<file path="config.mk">
export PLATFORM = sky130hd
export DESIGN_NAME = calc_sequencer_flat
export DESIGN_NICKNAME = d
export VERILOG_FILES = /design/src/rtl/calc_sequencer_if.sv /design/src/rtl/calc_sequencer.sv /design/src/flat_wrapper.sv
export SDC_FILE = /design/constraint.sdc
export NUM_CORES = 1
export LEC_CHECK = 0
export BUFFER_PORTS_ARGS = -buffer_cell sky130_fd_sc_hd__buf_4
export CAP_MARGIN = 10
export CORE_ASPECT_RATIO = 1.1
export CORE_MARGIN = 4
export CORE_UTILIZATION = 45
export DETAILED_ROUTE_END_ITERATION = 7
export PLACE_DENSITY = 0.69
export SETUP_SLACK_MARGIN = 0.1
export SLEW_MARGIN = 20
export SYNTH_ARGS = -nofsm -noshare
export SYNTH_HDL_FRONTEND = slang
export SYNTH_SLANG_ARGS = --single-unit
</file>
<file path="constraint.sdc">
create_clock -name clk -period 6.35 [get_ports clk]
set_input_delay 0 -clock clk [delete_from_list [all_inputs] [get_ports clk]]
set_output_delay 0 -clock clk [all_outputs]
set_load 0.03 [all_outputs]
</file>
<file path="src/rtl/calc_sequencer_if.sv">
// calc_sequencer_if: keypad, ALU and display signals of the calculator sequencer
interface calc_sequencer_if;
    logic        read_input;
    logic [3:0]  keypad_input;
    logic [2:0]  operator_input;
    logic        equal_input;
    logic        key_read;
    logic        alu_start;
    logic [2:0]  alu_op;
    logic [15:0] alu_a;
    logic [15:0] alu_b;
    logic        alu_done;
    logic [15:0] alu_result;
    logic        alu_ovf;
    logic [15:0] display_value;
    logic        error;
    modport master (
        input  read_input, keypad_input, operator_input, equal_input, alu_done, alu_result, alu_ovf,
        output key_read, alu_start, alu_op, alu_a, alu_b, display_value, error
    );
    modport slave (
        output read_input, keypad_input, operator_input, equal_input, alu_done, alu_result, alu_ovf,
        input  key_read, alu_start, alu_op, alu_a, alu_b, display_value, error
    );
endinterface

</file>
<file path="src/rtl/calc_sequencer.sv">
// calc_sequencer: keypad-driven calculator control FSM launching an external ALU
module calc_sequencer (
    input  logic clk,
    input  logic RST,
    calc_sequencer_if.master bus
);
    localparam logic [2:0] ENTRY_A = 3'd0, ENTRY_B = 3'd1, EXEC = 3'd2, WAIT_ALU = 3'd3, RESULT = 3'd4, ERROR = 3'd5;
    logic [2:0]  state_q, state_d, op_q, op_d, key_op;
    logic [15:0] a_mag_q, a_mag_d, b_mag_q, b_mag_d, res_q, res_d, res_abs;
    logic [15:0] alu_a_q, alu_a_d, alu_b_q, alu_b_d, disp_q, disp_d, a_val_d, b_val_d;
    logic        a_neg_q, a_neg_d, b_neg_q, b_neg_d, b_has_q, b_has_d;
    logic        armed_q, armed_d, key_read_q, key_read_d, start_q, start_d, err_q, err_d;
    logic [7:0]  cnt_q, cnt_d;
    logic [19:0] a_ext, b_ext;
    logic        accept, is_eq, is_op, is_dig, is_neg, is_arith;
    // next-state: key decode, operand entry, ALU handshake and registered outputs
    always_comb begin
        key_op     = bus.operator_input;
        accept     = bus.read_input && armed_q && state_q != WAIT_ALU;
        is_eq      = bus.equal_input;
        is_op      = !is_eq && key_op != 3'b000;
        is_dig     = !is_eq && !is_op;
        is_neg     = is_op && key_op == 3'b001;
        is_arith   = is_op && (key_op == 3'b010 || key_op == 3'b011 || key_op == 3'b100);
        a_ext      = 20'(a_mag_q) * 20'd10 + 20'(bus.keypad_input);
        b_ext      = 20'(b_mag_q) * 20'd10 + 20'(bus.keypad_input);
        res_abs    = res_q[15] ? -res_q : res_q;
        armed_d    = accept ? 1'b0 : (state_q != WAIT_ALU && !bus.read_input) ? 1'b1 : armed_q;
        key_read_d = accept || (key_read_q && bus.read_input);
        state_d    = state_q;
        op_d       = op_q;
        a_mag_d    = a_mag_q;
        a_neg_d    = a_neg_q;
        b_mag_d    = b_mag_q;
        b_neg_d    = b_neg_q;
        b_has_d    = b_has_q;
        res_d      = res_q;
        alu_a_d    = alu_a_q;
        alu_b_d    = alu_b_q;
        cnt_d      = cnt_q;
        case (state_q)
            ENTRY_A: if (accept) begin
                if (is_dig && a_ext <= 20'd32767) a_mag_d = a_ext[15:0];
                if (is_neg) a_neg_d = !a_neg_q;
                if (is_arith) begin
                    op_d    = key_op;
                    b_mag_d = '0;
                    b_neg_d = 1'b0;
                    b_has_d = 1'b0;
                    state_d = ENTRY_B;
                end
            end
            ENTRY_B: if (accept) begin
                if (is_dig && b_ext <= 20'd32767) begin
                    b_mag_d = b_ext[15:0];
                    b_has_d = 1'b1;
                end
                if (is_neg) b_neg_d = !b_neg_q;
                if (is_arith && !b_has_q) op_d = key_op;
                if (is_eq) begin
                    alu_a_d = a_neg_q ? -a_mag_q : a_mag_q;
                    alu_b_d = b_neg_q ? -b_mag_q : b_mag_q;
                    state_d = EXEC;
                end
            end
            EXEC: begin
                cnt_d   = 8'd1;
                state_d = WAIT_ALU;
            end
            WAIT_ALU: begin
                if (bus.alu_done) begin
                    res_d   = bus.alu_ovf ? res_q : bus.alu_result;
                    state_d = bus.alu_ovf ? ERROR : RESULT;
                end else if (cnt_q == 8'd255) state_d = ERROR;
                else cnt_d = cnt_q + 8'd1;
            end
            RESULT: if (accept) begin
                if (is_dig) begin
                    a_mag_d = 16'(bus.keypad_input);
                    a_neg_d = 1'b0;
                    state_d = ENTRY_A;
                end
                if (is_neg) begin
                    a_mag_d = res_abs;
                    a_neg_d = !res_q[15];
                    state_d = ENTRY_A;
                end
                if (is_arith) begin
                    a_mag_d = res_abs;
                    a_neg_d = res_q[15];
                    op_d    = key_op;
                    b_mag_d = '0;
                    b_neg_d = 1'b0;
                    b_has_d = 1'b0;
                    state_d = ENTRY_B;
                end
            end
            default: if (accept) begin
                a_mag_d = is_dig ? 16'(bus.keypad_input) : 16'd0;
                a_neg_d = 1'b0;
                b_mag_d = '0;
                b_neg_d = 1'b0;
                b_has_d = 1'b0;
                res_d   = '0;
                op_d    = '0;
                alu_a_d = '0;
                alu_b_d = '0;
                cnt_d   = '0;
                state_d = ENTRY_A;
            end
        endcase
        a_val_d = a_neg_d ? -a_mag_d : a_mag_d;
        b_val_d = b_neg_d ? -b_mag_d : b_mag_d;
        start_d = state_d == EXEC;
        err_d   = state_d == ERROR;
        disp_d  = state_d == ERROR ? 16'd0 : state_d == RESULT ? res_d : (state_d == ENTRY_B && b_has_d) ? b_val_d : a_val_d;
    end
    // state and output registers, cleared asynchronously
    always_ff @(posedge clk or posedge RST) begin
        if (RST) begin
            state_q    <= ENTRY_A;
            op_q       <= '0;
            a_mag_q    <= '0;
            a_neg_q    <= 1'b0;
            b_mag_q    <= '0;
            b_neg_q    <= 1'b0;
            b_has_q    <= 1'b0;
            res_q      <= '0;
            alu_a_q    <= '0;
            alu_b_q    <= '0;
            cnt_q      <= '0;
            armed_q    <= 1'b1;
            key_read_q <= 1'b0;
            start_q    <= 1'b0;
            err_q      <= 1'b0;
            disp_q     <= '0;
        end else begin
            state_q    <= state_d;
            op_q       <= op_d;
            a_mag_q    <= a_mag_d;
            a_neg_q    <= a_neg_d;
            b_mag_q    <= b_mag_d;
            b_neg_q    <= b_neg_d;
            b_has_q    <= b_has_d;
            res_q      <= res_d;
            alu_a_q    <= alu_a_d;
            alu_b_q    <= alu_b_d;
            cnt_q      <= cnt_d;
            armed_q    <= armed_d;
            key_read_q <= key_read_d;
            start_q    <= start_d;
            err_q      <= err_d;
            disp_q     <= disp_d;
        end
    end
    assign bus.key_read      = key_read_q;
    assign bus.alu_start     = start_q;
    assign bus.alu_op        = op_q;
    assign bus.alu_a         = alu_a_q;
    assign bus.alu_b         = alu_b_q;
    assign bus.display_value = disp_q;
    assign bus.error         = err_q;
endmodule

</file>
<file path="src/flat_wrapper.sv">
// flat-port wrapper written by rule: the top's interface ports become plain ports
module calc_sequencer_flat 
  (clk, RST, bus_read_input, bus_keypad_input, bus_operator_input, bus_equal_input, bus_alu_done, bus_alu_result, bus_alu_ovf, bus_key_read, bus_alu_start, bus_alu_op, bus_alu_a, bus_alu_b, bus_display_value, bus_error);
  calc_sequencer_if bus_i ();
  input  logic clk;
  input  logic RST;
  input wire logic [$bits(bus_i.read_input)-1:0] bus_read_input;
  input wire logic [$bits(bus_i.keypad_input)-1:0] bus_keypad_input;
  input wire logic [$bits(bus_i.operator_input)-1:0] bus_operator_input;
  input wire logic [$bits(bus_i.equal_input)-1:0] bus_equal_input;
  input wire logic [$bits(bus_i.alu_done)-1:0] bus_alu_done;
  input wire logic [$bits(bus_i.alu_result)-1:0] bus_alu_result;
  input wire logic [$bits(bus_i.alu_ovf)-1:0] bus_alu_ovf;
  output wire logic [$bits(bus_i.key_read)-1:0] bus_key_read;
  output wire logic [$bits(bus_i.alu_start)-1:0] bus_alu_start;
  output wire logic [$bits(bus_i.alu_op)-1:0] bus_alu_op;
  output wire logic [$bits(bus_i.alu_a)-1:0] bus_alu_a;
  output wire logic [$bits(bus_i.alu_b)-1:0] bus_alu_b;
  output wire logic [$bits(bus_i.display_value)-1:0] bus_display_value;
  output wire logic [$bits(bus_i.error)-1:0] bus_error;
  assign bus_i.read_input = bus_read_input;
  assign bus_i.keypad_input = bus_keypad_input;
  assign bus_i.operator_input = bus_operator_input;
  assign bus_i.equal_input = bus_equal_input;
  assign bus_i.alu_done = bus_alu_done;
  assign bus_i.alu_result = bus_alu_result;
  assign bus_i.alu_ovf = bus_alu_ovf;
  assign bus_key_read = bus_i.key_read;
  assign bus_alu_start = bus_i.alu_start;
  assign bus_alu_op = bus_i.alu_op;
  assign bus_alu_a = bus_i.alu_a;
  assign bus_alu_b = bus_i.alu_b;
  assign bus_display_value = bus_i.display_value;
  assign bus_error = bus_i.error;
  calc_sequencer u_core (.clk(clk), .RST(RST), .bus(bus_i));
endmodule
</file>
Word level (Yosys, flattened, before mapping)
Index checks and enable logic that the tools add are counted.
{"block": "classes", "n_lt_le_gt_ge": 2, "mux": 79, "addsub": 8, "multipliers": 2, "eq_ne": 19, "bitwise": 3, "n_reduce_logical": 35}
{"operator": "$mux W16", "count": 28}
{"operator": "$pmux W16 S2", "count": 3}
{"operator": "$pmux W16 S3", "count": 2}
{"operator": "$neg A16 Y16", "count": 5}
{"operator": "$mux W3", "count": 16}
{"operator": "$add A20 B4 Y20", "count": 2}
{"operator": "$le A20 B15 Y1 const B", "count": 2}
{"operator": "$mul A16 B3 Y19 const B", "count": 2}
{"operator": "$mux W8", "count": 3}
{"operator": "$pmux W8 S3", "count": 1}
{"operator": "$mux W1", "count": 20}
{"operator": "$eq A3 B2 Y1 const B", "count": 5}
{"operator": "$pmux W3 S5", "count": 1}
{"operator": "$eq A3 B3 Y1 const B", "count": 4}
{"operator": "$logic_and A1 B1 Y1", "count": 12}
{"operator": "$eq A3 B1 Y1 const B", "count": 3}
{"operator": "$pmux W1 S3", "count": 3}
{"operator": "$pmux W3 S3", "count": 1}
{"operator": "$add A8 B1 Y8 const B", "count": 1}
{"operator": "$eq A8 B8 Y1 const B", "count": 1}
{"operator": "$reduce_and A4 Y1", "count": 2}
{"operator": "$reduce_or A4 Y1", "count": 2}
{"operator": "$logic_not A1 Y1", "count": 7}
{"operator": "$ne A2 B2 Y1 const B", "count": 3}
{"operator": "11 further kinds", "count": 19}
{"block": "word_totals", "ff_bits": 117, "wordCells": 164, "output_inout_bits": 54}

Longest topological paths before layout
{"block": "logic_depth", "ltp_word": 14, "mapped_depth": 22}

Worst setup path after synthesis
OpenSTA, ideal clock, no wires.
{"block": "synth_path", "kind": "register to register", "startpoint": "register u_core.b_mag_q[3]", "endpoint": "register u_core.disp_q[10], in the netlist u_core.bus.display_value[10]", "path_slack_ps": 1275, "t_arrival_ps": 4943, "setup_ps": 132, "required_ps": 6218, "period_less_slack_ps": 5075, "path_stages_with_launch": 21, "cell_sequence": "dfrtp_1 ha_1 ha_1 inv_1 fa_1 nand2b_1 a211oi_2 nor4_1 a311oi_1 nor4b_4 nand4_1 mux2i_1 a21o_2 and2_4 buf_6 a221o_1 or4_4 buf_6 or3_1 a311oi_1 o21ai_1"}
{"block": "synth_between", "elab_chain_len": 12, "word_cells_on_any_way": 19, "cone_classes": "add/sub: 2; mul: 1; order compare: 1; mux: 13; reduce/logical: 2"}
{"element": "start: declaration", "line": "calc_sequencer.sv:9", "text": "logic [15:0] a_mag_q, a_mag_d, b_mag_q, b_mag_d, res_q, res_d, res_abs;"}
{"element": "start signal: assignment", "line": "calc_sequencer.sv:142", "text": "b_mag_q <= b_mag_d;"}
{"element": "$mul A16 B3 Y19 *", "line": "calc_sequencer.sv:26", "text": "b_ext = 20'(b_mag_q) * 20'd10 + 20'(bus.keypad_input);"}
{"element": "$add A20 B4 Y20 *", "line": "calc_sequencer.sv:26"}
{"element": "$le A20 B15 Y1", "line": "calc_sequencer.sv:54", "text": "if (is_dig && b_ext <= 20'd32767) begin"}
{"element": "$logic_and A1 B1 Y1", "line": "calc_sequencer.sv:54"}
{"element": "$mux W16 *", "line": "calc_sequencer.sv:54"}
{"element": "$mux W16 *", "line": "calc_sequencer.sv:53", "text": "ENTRY_B: if (accept) begin"}
{"element": "$pmux W16 S3 *", "line": "calc_sequencer.sv:41", "text": "case (state_q)"}
{"element": "via u_core.b_mag_d[5]", "line": "calc_sequencer.sv:9"}
{"element": "$neg A16 Y16 *", "line": "calc_sequencer.sv:113", "text": "b_val_d = b_neg_d ? -b_mag_d : b_mag_d;"}
{"element": "$mux W16 *", "line": "calc_sequencer.sv:113"}
{"element": "$mux W16 * (3 in series)", "line": "calc_sequencer.sv:116", "text": "disp_d = state_d == ERROR ? 16'd0 : state_d == RESULT ? res_d : (state_d == ENTRY_B && b_has_d) ? b_val_d : a_ ..."}
{"element": "via u_core.disp_d[10]", "line": "calc_sequencer.sv:10", "text": "logic [15:0] alu_a_q, alu_a_d, alu_b_q, alu_b_d, disp_q, disp_d, a_val_d, b_val_d;"}
{"element": "end signal: assignment", "line": "calc_sequencer.sv:153", "text": "disp_q <= disp_d;"}
{"element": "end: declaration", "line": "calc_sequencer.sv:10"}
Mark *: on every way through the listed nets, which the timed path passes. The rest lies on a longest branch.
A chain may end at the register's enable or synchronous reset.

Final worst setup path
{"block": "layout_path", "startpoint": "register u_core.a_mag_q[7]", "endpoint": "register u_core.disp_q[11], in the netlist u_core.bus.display_value[11]"}
{"block": "layout_between", "elab_chain_len": 12, "word_cells_on_any_way": 17, "cone_classes": "add/sub: 2; mul: 1; order compare: 1; mux: 12; reduce/logical: 1"}
{"element": "start: declaration", "line": "calc_sequencer.sv:9"}
{"element": "start signal: assignment", "line": "calc_sequencer.sv:140", "text": "a_mag_q <= a_mag_d;"}
{"element": "$mul A16 B3 Y19", "line": "calc_sequencer.sv:25", "text": "a_ext = 20'(a_mag_q) * 20'd10 + 20'(bus.keypad_input);"}
{"element": "$add A20 B4 Y20", "line": "calc_sequencer.sv:25"}
{"element": "$le A20 B15 Y1", "line": "calc_sequencer.sv:43", "text": "if (is_dig && a_ext <= 20'd32767) a_mag_d = a_ext[15:0];"}
{"element": "$logic_and A1 B1 Y1", "line": "calc_sequencer.sv:43"}
{"element": "$mux W16", "line": "calc_sequencer.sv:43"}
{"element": "$mux W16", "line": "calc_sequencer.sv:42", "text": "ENTRY_A: if (accept) begin"}
{"element": "$pmux W16 S3", "line": "calc_sequencer.sv:41"}
{"element": "via u_core.a_mag_d[4]", "line": "calc_sequencer.sv:9"}
{"element": "$neg A16 Y16", "line": "calc_sequencer.sv:112", "text": "a_val_d = a_neg_d ? -a_mag_d : a_mag_d;"}
{"element": "$mux W16", "line": "calc_sequencer.sv:112"}
{"element": "$mux W16 (3 in series)", "line": "calc_sequencer.sv:116"}
{"element": "via u_core.disp_d[11]", "line": "calc_sequencer.sv:10"}
The timed path passes the listed nets, and every way through them passes these cells.

==> impl_metrics.py <==
metrics = {
    "timing": {
        "timing.final.hold_violations": 0,
        "rsz0062_at_grt": "false",
        "finalSetupTns_ns": 0,
        "worst_slack_ns": 0.498,
        "fin_worst_skew_ns": 0.0105,
        "hold-worst-slack_ns": 0.0470,
        "maxSlewHeadroom": 0.369,
        "period_share": 0.922,
        "clock.fmax_mhz": 171,
        "fin_crit_ns": 5.85,
        "slew_viol_final": 0,
        "worst_pin_slew_ns": 0.946,
        "setup_viol": 0,
    },
    "setup_path": {
        "worstPathCellList": "ha_1 -> ha_1 -> a21o_1 -> a31oi_1 -> a21o_1 -> a31oi_1 -> o311ai_0 -> o311ai_1 -> nor3_1 -> o22a_1 -> o21ai_2 -> a221o_1 -> nor4_1 -> a21oi_1 -> xnor2_1 -> o221ai_1",
        "crit_start": "u_core.a_mag_q[7]",
        "crit_path_top_delay_cell": "o311ai_0",
        "r2r-end": "u_core.bus.display_value[11]",
        "cp-start-kind": "flop",
        "worstPathMaxFanout": 8,
        "crit_end": "u_core.bus.display_value[11]",
        "crit_path_end_kind": "flop",
        "arrival_ns": 6.12,
        "max_stage_delay_ns": 0.56,
        "path_class": "reg -> reg",
        "ff2ff_setup_slack_ns": 0.50,
        "cp.required_ns": 6.62,
        "reg2regPathDepth": 16,
        "r2r_start": "u_core.a_mag_q[7]",
    },
    "pwr": {
        "switching_share": 0.447,
        "p_leak_nw": 5.41,
        "intPower_mw": 2.19,
        "p_comb_frac": 0.458,
        "power_mw": 3.96,
        "vdd_drop_max_uv": 193,
        "power_density_nw_per_um2": 344,
        "seqPwrFrac": 0.291,
        "net-switching-power_mw": 1.77,
        "clkPwrFrac": 0.251,
    },
    "routing": {
        "num_vias": 9617,
        "vias_per_cell": 6.14,
        "drc_errors": 0,
        "drt_wl_total_um": 30200,
        "drtIter0Drc": 781,
        "antenna_left": 0,
        "firstDrtPassIters": 7,
        "avgRoutedWirePerCell_um": 19.3,
    },
    "final_layout": {
        "fillers": 2043,
        "final_area_um2": 11500,
        "multi_input_area_um2": 6560,
        "area_growth_pct": 16.9,
        "utilization": 0.537,
        "antenna_cells": 0,
        "layoutNonFillerInstCount": 1567,
        "nets": 1366,
        "regArea_um2": 2930,
        "layout-drive-gt1-share": 0.126,
    },
    "flow_run": {
        "drv_cap": 0,
    },
    "global_route": {
        "grt_overflow_total": 0,
        "antenna_found_initial": 0,
        "grt.total_usage": 0.248,
        "grt_pass1_wl_um": 48600,
        "grt_max_degree": 71,
        "first_global_vias": 9227,
    },
    "cts": {
        "clkTransAtPathRegs_ns": 0.06,
        "cts_tree": "yes",
        "ctsRootBufferMaster": "clkbuf_16",
        "cts_buffers": 17,
        "clock_sinks": 117,
        "clockBufferDepth": 2,
        "worstSkewPairLatency_ns": 0.42,
        "h-tree-depth": 4,
    },
    "placed_design": {
        "dpl_cell_area_um2": 10700,
        "dp_hpwl_um": 22900,
        "dp.cells": 1514,
        "pre_cts_ws_ns": 0.609,
        "port_buffers": 82,
        "gp_congestion": 0.944,
    },
    "synthesis": {
        "synth_seq_cells": 117,
        "netlist.area_leader.share": 0.295,
        "seq_area_frac_synth": 0.298,
        "yosysTopAreaCell": "dfrtp_1",
        "synth.net_count": 1287,
        "yosysMostFrequentCell": "nand2_1",
        "synth_top_flop_cell": "dfrtp_1",
        "synth-edff-count": 0,
        "synthCells": 1186,
        "synth_area_um2": 9840,
        "yosys_warnings": 0,
        "avgSynthCellArea_um2": 8.30,
        "synth.cells.most_frequent": "nand2_1 (154), dfrtp_1 (116), nor2_1 (91)",
        "synth_area_leaders": "dfrtp_1 (29%), ha_1 (8.6%), nand2_1 (5.9%), xor2_1 (5.7%), o21ai_0 (4.2%)",
        "synth_cell_types": 92,
        "ys_async_sr_fraction": 1.00,
    },
    "status": {
        "status": "finished clean",
    },
    "die": {
        "die_w_um": 149,
        "dieArea_um2": 24300,
        "start_util": 0.459,
        "coreArea_um2": 21400,
        "io_pins": 83,
        "die_h_um": 163,
        "fp-row-count": 56,
    },
    "min_path": {
        "min_from": "bus_keypad_input[0]",
        "hold_path_class": "in -> reg",
    },
}
cell families after synthesis:
logic type	count (synthesis)	synth area share
XOR/XNOR	103	0.0916
AO/OA/AOI/OAI	348	0.246
buffers and inverters	94	0.0383
adder cells (fa/ha/maj)	72	0.0946
AND/OR/NAND/NOR	439	0.219
multiplexers	13	0.0137
flip-flops	117	0.298
routing by layer:
metal / global-route usage / wire, um / vias to the layer above
met5: 0 / 0 / -
met4: 0.102 / 1130 / 0
met3: 0.0350 / 1630 / 88
li1: - / - / 4524
met1: 0.331 / 13100 / 4644
met2: 0.407 / 14300 / 361
cell type report:
type,count,area share
multi-input cells,975,0.570
flip-flops and latches,117,0.255
repair buffers,113,0.0783
clock buffers,17,0.0370
well taps,290,0.0315
clock inverters,14,0.0152
inverters,41,0.0136
placed cells by master, fill, tap and decap left out, types with 17 or more instances in the layout:
cell and instances:
nor2_1 91, a21o_1 19, nor3_1 20, xnor2_1 39, or3_1 24, dfrtp_1 116, inv_1 38, buf_4 92
clkbuf_16 17, ha_1 68, a22o_1 18, o31ai_1 19, nand3_1 41, a21oi_1 64, o21ai_0 83, xor2_1 64
a31oi_1 19, nand2_1 154, dlygate4sd3_1 21
critical path, delay by kind of cell, from the launching register on:
family	cells	cell delay [ns]
adders and majority gates	2	0.69
and+or+nand+nor	2	0.87
AOI/OAI and AO/OA	11	3.34
xor gates and xnor gates	1	0.27
DFF	1	0.54
power groups by stage:
stage	logic (mW)	clock network (mW)	registers (mW)
after floorplan	1.13	0	1.23
after global placement	1.75	0	1.15
after detailed placement	1.76	0	1.15
after global routing	1.99	1.04	1.18
final	1.81	0.995	1.15
after CTS	1.79	1.00	1.14
how the worst min path moves through the flow:
stage	end	slack [ns]	cells after the start
floorplan	u_core.armed_q	0.05	1
global placement	u_core.cnt_q[3]	0.12	2
detailed placement	u_core.cnt_q[3]	0.14	2
CTS	u_core.b_mag_q[0]	0.02	4
global route	u_core.b_mag_q[0]	0.08	4
finish	u_core.b_mag_q[0]	0.05	4
sequential cells by signal, indices dropped and copies added (netlist names), 3 cells and up:
signal and cells:
u_core.a_mag_q 16, u_core.res_q 16, u_core.bus.alu_a 16, u_core.b_mag_q 16, u_core.bus.display_value 16, u_core.bus.alu_b 16, u_core.state_q 3, u_core.cnt_q 8
u_core.bus.alu_op 3
timing repair:
action,CTS,global route
buffers inserted,0,1
resized for setup,0,2
endpoints found under the hold margin,73,0
hold buffers,21,0
setup endpoints to repair,0,6
Power figures use the tool's default switching activity.
